`src/rtl/axis_hdr_pkg.sv`:
```
// Shared types and byte-lane helpers for the multi-beat AXI-Stream header inserter.
// Helpers work on a fixed wide mask; callers size-cast the result to their lane count.
package axis_hdr_pkg;

  typedef enum logic [1:0] {IDLE, HDR, PAY, TAIL} state_t;

  localparam int MAX_NB = 64;

  // Thermometer mask with the low cnt bits set.
  function automatic logic [MAX_NB-1:0] keep_from_cnt(input int unsigned cnt);
    logic [MAX_NB-1:0] m;
    m = '0;
    for (int unsigned i = 0; i < MAX_NB; i++) begin
      if (i < cnt) m[i] = 1'b1;
    end
    return m;
  endfunction

  // Number of set bits in a keep mask.
  function automatic int unsigned byte_cnt(input logic [MAX_NB-1:0] keep);
    int unsigned n;
    n = 0;
    for (int i = 0; i < MAX_NB; i++) begin
      if (keep[i]) n++;
    end
    return n;
  endfunction

endpackage

```
`src/rtl/axis_out_slice.sv`:
```
// One-deep output register: captures a beat whenever the downstream can advance,
// otherwise holds the presented beat stable.
module axis_out_slice #(
  parameter int DATA_WD = 32,
  parameter int BYTE_WD = DATA_WD / 8
) (
  input  logic               clk,
  input  logic               rst_n,
  input  logic               load,
  input  logic               beat_valid,
  input  logic [DATA_WD-1:0] beat_data,
  input  logic [BYTE_WD-1:0] beat_keep,
  input  logic               beat_last,
  output logic               valid,
  output logic [DATA_WD-1:0] data,
  output logic [BYTE_WD-1:0] keep,
  output logic               last
);

  // NOTE: sequential state uses non-blocking assignments so every register
  // samples pre-edge values regardless of statement order.
  always_ff @(posedge clk or negedge rst_n) begin
    if (!rst_n) begin
      valid <= 1'b0;
      data  <= '0;
      keep  <= '0;
      last  <= 1'b0;
    end else if (load) begin
      valid <= beat_valid;
      data  <= beat_data;
      keep  <= beat_keep;
      last  <= beat_last;
    end
  end

endmodule

```
`src/rtl/axis_insert_header_multi.sv`:
```
// Prepends a 0..MAX_HDR_BEATS*NB byte header to each AXI-Stream packet, packing
// header and payload bytes densely so only the final output beat is partial.
module axis_insert_header_multi
  import axis_hdr_pkg::*;
#(
  parameter int DATA_WD       = 32,
  parameter int DATA_BYTE_WD  = DATA_WD / 8,
  parameter int MAX_HDR_BEATS = 4,
  parameter int HDR_WD        = DATA_WD * MAX_HDR_BEATS,
  parameter int HDR_CNT_WD    = $clog2(DATA_BYTE_WD * MAX_HDR_BEATS + 1)
) (
  input  logic                    clk,
  input  logic                    rst_n,
  input  logic                    valid_in,
  input  logic [DATA_WD-1:0]      data_in,
  input  logic [DATA_BYTE_WD-1:0] keep_in,
  input  logic                    last_in,
  output logic                    ready_in,
  input  logic                    valid_insert,
  input  logic [HDR_WD-1:0]       data_insert,
  input  logic [HDR_CNT_WD-1:0]   hdr_len,
  output logic                    ready_insert,
  output logic                    valid_out,
  output logic [DATA_WD-1:0]      data_out,
  output logic [DATA_BYTE_WD-1:0] keep_out,
  output logic                    last_out,
  input  logic                    ready_out
);

  localparam int NB = DATA_BYTE_WD;
  localparam logic [HDR_CNT_WD-1:0] NB_C      = HDR_CNT_WD'(NB);
  localparam logic [HDR_CNT_WD-1:0] MAX_BYTES = HDR_CNT_WD'(NB * MAX_HDR_BEATS);
  localparam logic [HDR_CNT_WD-1:0] ONE       = HDR_CNT_WD'(1);

  state_t                  state;
  logic                    init_done;
  logic [HDR_WD-1:0]       hdr_reg;
  logic [HDR_CNT_WD-1:0]   fb;
  logic [HDR_CNT_WD-1:0]   k;
  logic [HDR_CNT_WD-1:0]   r;
  logic [HDR_CNT_WD-1:0]   tail_cnt;
  logic [DATA_WD-1:0]      resid;

  logic                    adv;
  logic [HDR_CNT_WD-1:0]   len_c;
  logic [HDR_CNT_WD-1:0]   len_fb;
  logic [HDR_CNT_WD-1:0]   len_r;
  logic [HDR_WD+DATA_WD-1:0] hdr_ext;
  logic [DATA_WD-1:0]      hdr_k_word;
  logic [DATA_WD-1:0]      hdr_fb_word;
  logic [DATA_WD-1:0]      data_m;
  logic [DATA_WD-1:0]      resid_m;
  logic [2*DATA_WD-1:0]    merged;
  logic [HDR_CNT_WD-1:0]   pay_n;
  logic [HDR_CNT_WD-1:0]   tot;
  logic                    fits;

  logic                    beat_valid;
  logic [DATA_WD-1:0]      beat_data;
  logic [NB-1:0]           beat_keep;
  logic                    beat_last;

  assign adv          = !valid_out || ready_out;
  assign ready_in     = (state == PAY) && adv;
  assign ready_insert = (state == IDLE) && init_done;

  assign len_c  = (hdr_len > MAX_BYTES) ? MAX_BYTES : hdr_len;
  assign len_fb = len_c / NB_C;
  assign len_r  = len_c % NB_C;

  // A zero word above the header lets a full-length header select an all-zero residual.
  assign hdr_ext     = {{DATA_WD{1'b0}}, hdr_reg};
  assign hdr_k_word  = hdr_ext[int'(k) * DATA_WD +: DATA_WD];
  assign hdr_fb_word = hdr_ext[int'(fb) * DATA_WD +: DATA_WD];

  // NOTE: every signal driven here gets a default first, so no path can infer a latch.
  always_comb begin
    data_m  = '0;
    resid_m = '0;
    for (int i = 0; i < NB; i++) begin
      if (keep_in[i])              data_m[8*i +: 8]  = data_in[8*i +: 8];
      if (HDR_CNT_WD'(i) < r)      resid_m[8*i +: 8] = resid[8*i +: 8];
    end
  end

  assign pay_n  = HDR_CNT_WD'(byte_cnt(MAX_NB'(keep_in)));
  assign tot    = r + pay_n;
  assign fits   = (tot <= NB_C);
  // Residual bytes sit in the low R lanes; payload is shifted up behind them.
  assign merged = {{DATA_WD{1'b0}}, resid_m} | ({{DATA_WD{1'b0}}, data_m} << {r, 3'b000});

  always_comb begin
    beat_valid = 1'b0;
    beat_data  = merged[DATA_WD-1:0];
    beat_keep  = '1;
    beat_last  = 1'b0;
    case (state)
      HDR: begin
        beat_valid = 1'b1;
        beat_data  = hdr_k_word;
      end
      PAY: begin
        beat_valid = valid_in;
        if (last_in && fits) begin
          beat_keep = NB'(keep_from_cnt(int'(tot)));
          beat_last = 1'b1;
        end
      end
      TAIL: begin
        beat_valid = 1'b1;
        beat_data  = resid;
        beat_keep  = NB'(keep_from_cnt(int'(tail_cnt)));
        beat_last  = 1'b1;
      end
      default: ;
    endcase
  end

  always_ff @(posedge clk or negedge rst_n) begin
    if (!rst_n) begin
      state     <= IDLE;
      init_done <= 1'b0;
      hdr_reg   <= '0;
      fb        <= '0;
      k         <= '0;
      r         <= '0;
      tail_cnt  <= '0;
      resid     <= '0;
    end else begin
      init_done <= 1'b1;
      case (state)
        IDLE: begin
          if (ready_insert && valid_insert) begin
            hdr_reg <= data_insert;
            fb      <= len_fb;
            r       <= len_r;
            k       <= '0;
            if (len_fb != '0) begin
              state <= HDR;
            end else begin
              resid <= data_insert[DATA_WD-1:0];
              state <= PAY;
            end
          end
        end
        HDR: begin
          if (adv) begin
            k <= k + ONE;
            if (k == fb - ONE) begin
              resid <= hdr_fb_word;
              state <= PAY;
            end
          end
        end
        PAY: begin
          if (ready_in && valid_in) begin
            if (!last_in) begin
              resid <= merged[2*DATA_WD-1:DATA_WD];
            end else if (fits) begin
              state <= IDLE;
            end else begin
              resid    <= merged[2*DATA_WD-1:DATA_WD];
              tail_cnt <= tot - NB_C;
              state    <= TAIL;
            end
          end
        end
        TAIL: begin
          if (adv) state <= IDLE;
        end
        default: state <= IDLE;
      endcase
    end
  end

  axis_out_slice #(
    .DATA_WD (DATA_WD),
    .BYTE_WD (NB)
  ) u_out_slice (
    .clk        (clk),
    .rst_n      (rst_n),
    .load       (adv),
    .beat_valid (beat_valid),
    .beat_data  (beat_data),
    .beat_keep  (beat_keep),
    .beat_last  (beat_last),
    .valid      (valid_out),
    .data       (data_out),
    .keep       (keep_out),
    .last       (last_out)
  );

endmodule

```
`config.mk`:
```
export PLATFORM = sky130hd
export DESIGN_NAME = axis_insert_header_multi
export DESIGN_NICKNAME = d
export VERILOG_FILES = /design/src/rtl/axis_hdr_pkg.sv /design/src/rtl/axis_out_slice.sv /design/src/rtl/axis_insert_header_multi.sv
export SDC_FILE = /design/constraint.sdc
export NUM_CORES = 1
export LEC_CHECK = 0
export ABC_CLOCK_PERIOD_IN_PS = 7470
export BUFFER_PORTS_ARGS = -buffer_cell sky130_fd_sc_hd__buf_2
export CAP_MARGIN = 20
export CORE_ASPECT_RATIO = 0.9
export CORE_MARGIN = 4
export CORE_UTILIZATION = 46
export DETAILED_ROUTE_END_ITERATION = 10
export PLACE_DENSITY = 0.68
export SLEW_MARGIN = 20
export SYNTH_ARGS = -nofsm -noshare
export SYNTH_HDL_FRONTEND = slang
export SYNTH_SLANG_ARGS = --single-unit
```
`constraint.sdc`:
```
create_clock -name clk -period 7.47 [get_ports clk]
set_clock_uncertainty 0.15 [all_clocks]
set_input_delay 0.747 -clock clk [delete_from_list [all_inputs] [get_ports clk]]
set_output_delay 0.747 -clock clk [all_outputs]
set_load 0.02 [all_outputs]
```
After elaboration in Yosys (flattened, before gate mapping)
Index checks and enable logic that the tools add are counted.
{"block": "classes", "addsub": 7, "n_mul": 0, "div_mod_pow": 0, "magnitude_cmp": 14, "eq_ne": 12, "shifts": 3, "n_mux": 47, "n_bitwise": 2, "reduce_logical": 17}
{"op": "$mux 32", "count": 7}
{"op": "$shiftx 160x11->32", "count": 1}
{"op": "$shiftx 160x9->32", "count": 1}
{"op": "$pmux 32 s3", "count": 1}
{"op": "$mux 8", "count": 8}
{"op": "$or 32x64->64", "count": 1}
{"op": "$pmux 32 s2", "count": 1}
{"op": "$shl 32x5->64", "count": 1}
{"op": "$mux 5", "count": 6}
{"op": "$lt 1x5->1 const A", "count": 4}
{"op": "$lt 2x5->1 const A", "count": 4}
{"op": "$mux 2", "count": 8}
{"op": "$add 5x1->5 const B", "count": 3}
{"op": "$mux 1", "count": 10}
{"op": "$ne 2x2->1 const B", "count": 5}
{"op": "$pmux 5 s2", "count": 1}
{"op": "$pmux 2 s4", "count": 1}
{"op": "$pmux 4 s2", "count": 1}
{"op": "$reduce_and 7->1", "count": 1}
{"op": "$reduce_and 6->1", "count": 1}
{"op": "$add 2x5->5", "count": 1}
{"op": "$eq 5x5->1", "count": 1}
{"op": "$gt 5x5->1 const B", "count": 1}
{"op": "$le 5x3->1 const B", "count": 1}
{"op": "23 further kinds", "count": 32}
{"block": "totals", "register_bits": 216, "latchBits": 0, "ramBits": 0, "romBits": 0, "in_bits": 175, "output_inout_bits": 40, "wordCells": 114, "memories": 0}

Depth between registers and ports, before layout
Gate-level depths: netlist of run 1.
{"block": "logic_depth", "depth_word": 13, "mapped_depth": 19, "ltp_nobuf": 13}

Cells and area by module
A second synthesis of run 1 with hierarchy kept.
{"block": "hier_totals", "hier_cells": 982, "hier_area_um2": 11935.2}
{"mod": "axis_insert_header_multi", "n_inst": 1, "cells_per_inst": 902, "area_per_inst_um2": 10442.5, "seq_area_each_um2": 4454.3}
{"mod": "axis_out_slice", "n_inst": 1, "cells_per_inst": 80, "area_per_inst_um2": 1492.7, "seq_area_each_um2": 950.9}

Worst setup path after synthesis of run 1
No wires, ideal clock.
{"block": "synth_path", "path_kind": "input -> register", "startpoint": "input keep_in[0]", "endpoint": "register resid[11]", "setup_ns": 0.127, "arrival_time_ns": 4.730, "required_ns": 7.193, "slack_ns": 2.463, "stages": 18, "path_buffers": 5, "path_cell_list": "clkbuf_1 -> clkbuf_1 -> clkbuf_1 -> inv_1 -> ha_1 -> xor2_1 -> ha_1 -> mux2_2 -> inv_1 -> fa_1 -> nand2b_1 -> a21oi_1 -> mux2_2 -> a31oi_2 -> and3_1 -> buf_4 -> buf_12 -> mux2_1"}
{"block": "synth_via", "elab_chain_len": 11, "elab_cells_between_ends": 18, "classes_between": "add/sub: 4; order compare: 1; eq/ne: 1; shift: 1; mux: 9; bitwise: 1; reduce/logical: 1"}
{"item": "start: declaration", "line": "axis_insert_header_multi.sv:16", "rtl": "input logic [DATA_BYTE_WD-1:0] keep_in,"}
{"item": "$mux 1", "line": "axis_hdr_pkg.sv:24", "rtl": "if (keep[i]) n++;"}
{"item": "$add 1x1->2", "line": "axis_hdr_pkg.sv:24"}
{"item": "$mux 5", "line": "axis_hdr_pkg.sv:24"}
{"item": "$add 5x1->5", "line": "axis_hdr_pkg.sv:24"}
{"item": "$mux 5", "line": "axis_hdr_pkg.sv:24"}
{"item": "$add 5x1->5", "line": "axis_hdr_pkg.sv:24"}
{"item": "$mux 5", "line": "axis_hdr_pkg.sv:24"}
{"item": "$add 2x5->5", "line": "axis_insert_header_multi.sv:87", "rtl": "assign tot = r + pay_n;"}
{"item": "$le 5x3->1", "line": "axis_insert_header_multi.sv:88", "rtl": "assign fits = (tot <= NB_C);"}
{"item": "$ne 3x3->1 (no line)"}
{"item": "$reduce_and 7->1 (no line)"}
{"item": "end signal: assignment", "line": "axis_insert_header_multi.sv:141", "rtl": "resid <= data_insert[DATA_WD-1:0];"}
{"item": "end signal: assignment", "line": "axis_insert_header_multi.sv:150", "rtl": "resid <= hdr_fb_word;"}
{"item": "end signal: assignment", "line": "axis_insert_header_multi.sv:158", "rtl": "resid <= merged[2*DATA_WD-1:DATA_WD];"}
{"item": "end: declaration", "line": "axis_insert_header_multi.sv:42", "rtl": "logic [DATA_WD-1:0] resid;"}
Several ways; a longest one is shown, not always the timed one. The select of a mux whose other input is x is not followed.
A chain may end at the register's enable or synchronous reset.

Worst setup path after layout of run 1
{"block": "layout_path", "startpoint": "input keep_in[0]", "endpoint": "register resid[6]"}
Same word-level chain as after synthesis.

==> metrics.md, run 1 <==
| Metric | Value |
|---|---|
| Total wire length | 35.5 mm |
| Clock sinks | 216 |
| Max Root-Sink Buffers | 3 |
| Fin crit period | 4.63 ns |
| Core Rows | 55 |
| RSZ-0062 raised after global routing | no |
| WL/cell | 22.7 µm |
| Setup bufs post-CTS | 0 |
| Comb pwr share | 0.480 |
| Yosys reg bits | 216 |
| Total grt overflow | 0 |
| Flop pwr share | 0.340 |
| Max reg flops | 128 |
| Starting Density | 0.469 |
| Setup WS post-layout | 2.84 ns |
| Slew @ Worst Pin | 1.06 ns |
| Average size of a mapped cell | 11.5 µm² |
| Initial antenna violation count | 6 |
| Max Transition Viols Final | 0 |
| Critical path startpoint category | input pin |
| Final Hold Fails | 0 |
| Relative slew slack | 0.294 |
| Post-CTS Resized | 0 |
| Largest area contributor in the netlist | dfrtp_1 |
| Top cells by area, synth | dfrtp_1 46%, mux4_2 12%, mux2_2 12%, nand2_1 3.9%, o21ai_0 3.5% |
| Switch share | 0.400 |
| Tcrit/Tclk final | 0.620 |
| Final ANT Viol Nets | 0 |
| Pwr Density | 457 mW/mm² |
| RD Place Congestion | 0.925 |
| CTS tree | yes |
| Family with the most delay on the worst path | adder cells |
| Ys async rst share | 1.00 |
| Critical Path Stages | 16 |
| First-pass GRT wire length | 54.8 mm |
| Root Driver | clkbuf_16 |
| Setup violations, final | 0 |
| Largest net degree at the start of global routing | 83 |
| Reg clk slew, reported paths | 0.06 ns |
| Status | completed |
| Top-area cell type share of the netlist area | 0.458 |
| Die Y-Extent | 160 µm |
| # hold bufs at CTS | 0 |
| Ys Warns | 0 |
| NetSw | 2.55 mW |
| Crit-path max cell delay | 0.60 ns |
| IO Pins | 215 |
| DRT iter0 DRCs | 1,091 |
| Share of cells above drive strength 1 | 0.389 |
| CTS H-tree lvls | 1 |
| Crit-path max FO | 26 |
| Crit-path slowest cell | and3_2 |
| Primary FF master, synth | dfrtp_1 |
| Final Util | 0.554 |
| Core ar. | 0.0252 mm² |
| Critical setup path kind | in2reg |
| Hold Crit Class | in2async |
| Net Count, Synth | 1,216 |
| Highest clock rate | 216 MHz |
| Worst EP required | 7.76 ns |
| Via count | 9,514 |
| Post-synth cell types | 53 |
| Worst Path Arrival | 4.92 ns |
| Bufs and invs on worst path | 5 |
| DR pass1 iterations | 9 |
| R2R depth | 12 |
| Clock share of power | 0.180 |
| Crit-path cells | buf_2 > inv_1 > ha_1 > xor2_1 > ha_1 > mux2_2 > inv_1 > fa_1 > nand2b_1 > a21oi_1 > mux2_2 > a31oi_2 > buf_4 > and3_2 > buf_4 > mux2i_1 |
| DIE AREA | 0.0283 mm² |
| Vias in the first global route | 9,477 |
| Port bufs | 214 |
| Synthesized area | 0.0118 mm² |
| Number of synthesized flops with an enable pin | 0 |
| # nets final | 1,387 |
| Max IR drop VDD | 0.232 mV |
| Final Hold Slack | 0.0540 ns |
| Max-cap violations | 0 |
| Vias/cell | 6.09 |
| Synth-to-Final Area Change | 18.1% |
| Clock Latency Late Sink | 0.53 ns |
| Dpl ws | 1.90 ns |
| Detailed-route DRC error count | 0 |
| Lkg Pwr | 5.99 nW |
| Setup TNS | 0 ns |
| GR Util All Layers | 0.248 |
| Die width | 177 µm |
| DP HPWL | 25.8 mm |
| Critical path endpoint category | flip-flop |
| Sequential fraction of the synthesis area | 0.458 |
| Pint | 3.82 mW |
| Num CTS Buffers | 24 |
| Mapped Cells | 1,028 |
[cells in the mapped netlist (2+ instances only)]
cell type  instances
nor2b_1            3
nor2_1            47
a221oi_1          24
a22o_1             5
mux4_2            64
nand4_1            2
a32oi_1           15
xor2_1             4
dfrtp_1          216
inv_1             33
o21ai_0           83
nand3_1           22
a22oi_1           17
nand2_1          122
nand2b_1           9
mux2_2           125
o31ai_1            3
mux2_1             9
a222oi_1          23
mux2i_1           13
a21o_1             4
buf_2              3
o221ai_1           9
a31oi_1           29
or2_2              2
ha_1              12
a21oi_1           20
or3_1              2
nor3_1             3
o211ai_1           2
buf_4              2
buf_1             11
clkbuf_1          70
[cell usage in the layout, fill, tap and decap left out, types with 12 or more instances in the layout]
master / count
nand2_1: 122
ha_1: 12
inv_1: 33
mux2_2: 125
a22oi_1: 17
mux4_2: 64
a32oi_1: 15
nor2_1: 46
nand3_1: 21
a31oi_1: 29
mux2i_1: 13
a21oi_1: 20
dfrtp_1: 214
a222oi_1: 23
clkbuf_16: 24
buf_2: 213
o21ai_0: 83
buf_4: 17
a221oi_1: 24
[layer usage]
layer | up-vias | global-route usage | wire [µm]
met5 | - | 0 | 18
met4 | 4 | 0.0767 | 1120
met3 | 81 | 0.0459 | 3020
met2 | 446 | 0.363 | 15800
met1 | 4757 | 0.377 | 15500
li1 | 4226 | - | -
[through the flow]
step / area [µm²] / instances / power [mW]
finish: 13900 / 1563 / 6.37
CTS: 13900 / 1557 / 6.36
global placement: 13100 / 1513 / 5.10
global route: 13900 / 1563 / 6.76
floorplan: 11800 / 1028 / 4.29
detailed placement: 13100 / 1513 / 5.21
[area by class of cell]
| type | instances | area, µm² |
|---|---|---|
| Fill cell | 2218 | 11200 |
| Multi-Input combinational cell | 691 | 5940 |
| Sequential cell | 216 | 5410 |
| Timing Repair Buffer | 233 | 1260 |
| Clock buffer | 34 | 678 |
| Tap cell | 342 | 428 |
| Inverter | 33 | 124 |
| Clock inverter | 10 | 90.1 |
| Antenna cell | 4 | 10.0 |
[final timing paths]
kind                                                 startpoint                              end  slack, ns
worst max-delay path                                 keep_in[0]             resid[6]$_DFFE_PN0P_       2.84
max in group asynchronous                                 rst_n             resid[4]$_DFFE_PN0P_       6.02
worst min-delay path                                      rst_n                 k[2]$_DFFE_PN0P_       0.05
min in group clk                               data_insert[100]         hdr_reg[100]$_DFFE_PN0P_       0.30
worst min register to register  u_out_slice.data[3]$_DFFE_PN0P_  u_out_slice.data[3]$_DFFE_PN0P_       0.32
worst max register to register                 r[0]$_DFFE_PN0P_             resid[6]$_DFFE_PN0P_       3.58
[cells by family after synthesis]
| family | share of synthesized area |
|---|---|
| muxes | 0.261 |
| DFF | 0.458 |
| xor gates and xnor gates | 0.00509 |
| adders and majority gates | 0.0144 |
| other | 0.000318 |
| and+or+nand+nor | 0.0785 |
| buffers and inverters | 0.0415 |
| AOI/OAI and AO/OA | 0.141 |
[power groups by stage]
stage	logic, mW	registers, mW	clock network, mW
2_1_floorplan	2.18	2.11	0
3_3_place_gp	2.97	2.13	0
3_5_place_dp	3.04	2.18	0
4_1_cts	3.04	2.16	1.16
5_1_grt	3.31	2.24	1.21
6_report	3.06	2.17	1.15
No activity file was read; power rests on OpenSTA's default activity.
==> inputs of run 2 (changes only) <==
ABC_CLOCK_PERIOD_IN_PS = 4090   (was 7470)
PLACE_DENSITY = 0.71   (was 0.68)
clock period = 4.09 ns   (was 7.47 ns; I/O delays follow)
==> run 2 against run 1 <==
  * Register-to-register slack lost 2.6 ns
  * Clock-buffer cell count fell by 1
  * Total power rose by 85%
  * Largest cell class unchanged
  * Highest routed layer unchanged
==> metrics.md, run 2 (synthesis gave the netlist of run 1 again) <==
| Metric | Value |
|---|---|
| Status | completed |
| Highest clock rate | 286 MHz |
| Worst Path Arrival | 3.80 ns (-1.12 ns) |
| Finished Cell Area | 0.0152 mm² (+9.2%) |
| CTS tree | yes |
| Worst hold path depth | 3 |
| RD Place Congestion | 0.941 (+1.7%) |
| WHS Endpoint | hdr_reg[13]$_DFFE_PN0P_ |
| Commonest cells after routing, fill and taps aside | 214 x dfrtp_1, 213 x buf_2, 124 x mux2_2, 124 x dlygate4sd3_1, 122 x nand2_1 |
| Synth-to-Final Area Change | 29.0% |
| Die Y-Extent | 160 µm (unchanged) |
| Port bufs | 214 (unchanged) |
| GR Util All Layers | 0.270 (+0.0220) |
| Setup violations, final | 0 (unchanged) |
| Root Driver | clkbuf_16 |
| Crit-path max FO | 20 (-23%) |
| Die width | 177 µm (unchanged) |
| Starting Density | 0.469 (unchanged) |
| Worst R2R End | resid[0]$_DFFE_PN0P_ |
| Max-cap violations | 0 (unchanged) |
| WL/cell | 23.0 µm (+1.1%) |
| Via count | 10,100 (+6.5%) |
| Max reg flops | 128 (unchanged) |
| Share of cells above drive strength 1 | 0.357 (-0.0318) |
| Slew @ Worst Pin | 0.942 ns (-0.117 ns) |
| Core ar. | 0.0252 mm² (unchanged) |
| Fin crit period | 3.49 ns |
| CTS H-tree lvls | 1 (unchanged) |
| Clock Latency Late Sink | 0.55 ns (+0.02 ns) |
| RSZ-0062 raised after global routing | no |
| Vias/cell | 6.00 (-1.5%) |
| Core Rows | 55 (unchanged) |
| Vias in the first global route | 10,200 (+7.3%) |
| Total wire length | 38.8 mm (+9.3%) |
| DIE AREA | 0.0283 mm² (unchanged) |
| Num CTS Buffers | 24 (unchanged) |
| R2R depth | 9 (-3) |
| Max Transition Viols Final | 0 (unchanged) |
| Setup bufs post-CTS | 0 (unchanged) |
| Max Root-Sink Buffers | 3 (unchanged) |
| DRT iter0 DRCs | 1,321 (+21%) |
| # nets final | 1,518 (+9.4%) |
| Tcrit/Tclk final | 0.854 |
| Setup TNS | 0 ns (unchanged) |
| Worst EP required | 4.40 ns (-3.36 ns) |
| Initial antenna violation count | 6 (unchanged) |
| Reg-to-Reg Start | state[0]$_DFFE_PN0P_ |
| Max IR drop VDD | 0.456 mV (+97%) |
| Reg clk slew, reported paths | 0.07 ns (about the same) |
| Hold_sp | data_insert[13] |
| Pwr Density | 776 mW/mm² (+70%) |
| Clock sinks | 216 (unchanged) |
| Largest net degree at the start of global routing | 83 (unchanged) |
| Post-DP Area | 0.0132 mm² (+0.90%) |
| Lkg Pwr | 6.53 nW (+8.9%) |
| Reg-to-reg slack, setup | 1.02 ns (-2.56 ns) |
| Critical setup path kind | in2reg |
| First-pass GRT wire length | 59.6 mm (+8.7%) |
| Hold Crit Class | in2reg |
| Total grt overflow | 0 (unchanged) |
| DP HPWL | 25.8 mm (about the same) |
| Critical path endpoint category | flip-flop |
| Commonest non-fill, non-tap cell in the layout | dfrtp_1 |
| Final Hold Fails | 0 (unchanged) |
| Detailed-route DRC error count | 0 (unchanged) |
| Critical path startpoint category | input pin |
| DR pass1 iterations | 8 (-1) |
| Final ANT Viol Nets | 0 (unchanged) |
| Relative slew slack | 0.371 (+0.0771) |
| IO Pins | 215 (unchanged) |
## run 2: worst max path at each step
stage | start | end | slack [ns] | depth (start not counted)
detailed placement | keep_in[1] | resid[0]$_DFFE_PN0P_ | 0.12 | 15
finish | keep_in[1] | resid[0]$_DFFE_PN0P_ | 0.60 | 15
global route | keep_in[1] | resid[0]$_DFFE_PN0P_ | 0.40 | 15
floorplan | keep_in[0] | resid[11]$_DFFE_PN0P_ | 0.004 | 18
CTS | keep_in[1] | resid[0]$_DFFE_PN0P_ | 0.65 | 15
global placement | keep_in[1] | resid[0]$_DFFE_PN0P_ | 0.19 | 15
## run 2: final cells by class
type	count	area (µm²)
Fill cell	2018	9970
Multi-Input combinational cell	691	5970
Sequential cell	216	5410
Timing Repair Buffer	364	2540
Clock buffer	33	674
Tap cell	342	428
Inverter	33	124
Clock inverter	8	67.6
Antenna cell	3	7.51
## run 2: routing by layer
metal / track usage / wire length [µm] / vias up
li1: - / - / 4481
met3: 0.0551 / 3430 / 70
met2: 0.422 / 18200 / 518
met4: 0.0795 / 1190 / 6
met5: 0 / 39 / -
met1: 0.385 / 16000 / 5060
## run 2: repair_timing
| item | CTS | global route |
|---|---|---|
| hold buffers | 124 | 0 |
| endpoints found under the hold margin | 208 | 0 |
| resized for setup | 0 | 0 |
## run 2: through the flow
stage | hold WS, ns | power (mW) | worst slack, ns | utilization | instances
2_1_floorplan | -0.0366 | 7.87 | 0.00403 | - | 1028
3_3_place_gp | 0.308 | 9.35 | 0.186 | 0.525 | 1522
3_5_place_dp | 0.315 | 9.53 | 0.116 | 0.525 | 1522
4_1_cts | 0.00628 | 11.7 | 0.654 | 0.604 | 1687
5_1_grt | 0.0244 | 12.4 | 0.402 | 0.604 | 1690
6_report | 0.00508 | 11.8 | 0.595 | 0.604 | 1690
## run 2: power breakdown
part           total [mW]  leakage, nW  switching (mW)  internal, mW
sequential           4.01         2.61           0.827          3.19
combinational        5.75         3.55            3.07          2.68
clock                2.04        0.365           0.889          1.16
## run 2: worst max-delay path, stage by stage
cell	delay (ns)
buf_2	0.12
inv_1	0.08
ha_4	0.27
xor2_1	0.23
ha_1	0.28
mux2_2	0.28
inv_1	0.07
fa_1	0.44
nand2b_1	0.14
a21oi_1	0.08
mux2_4	0.31
a31oi_4	0.17
and3_4	0.44
buf_4	0.28
mux2i_1	0.19
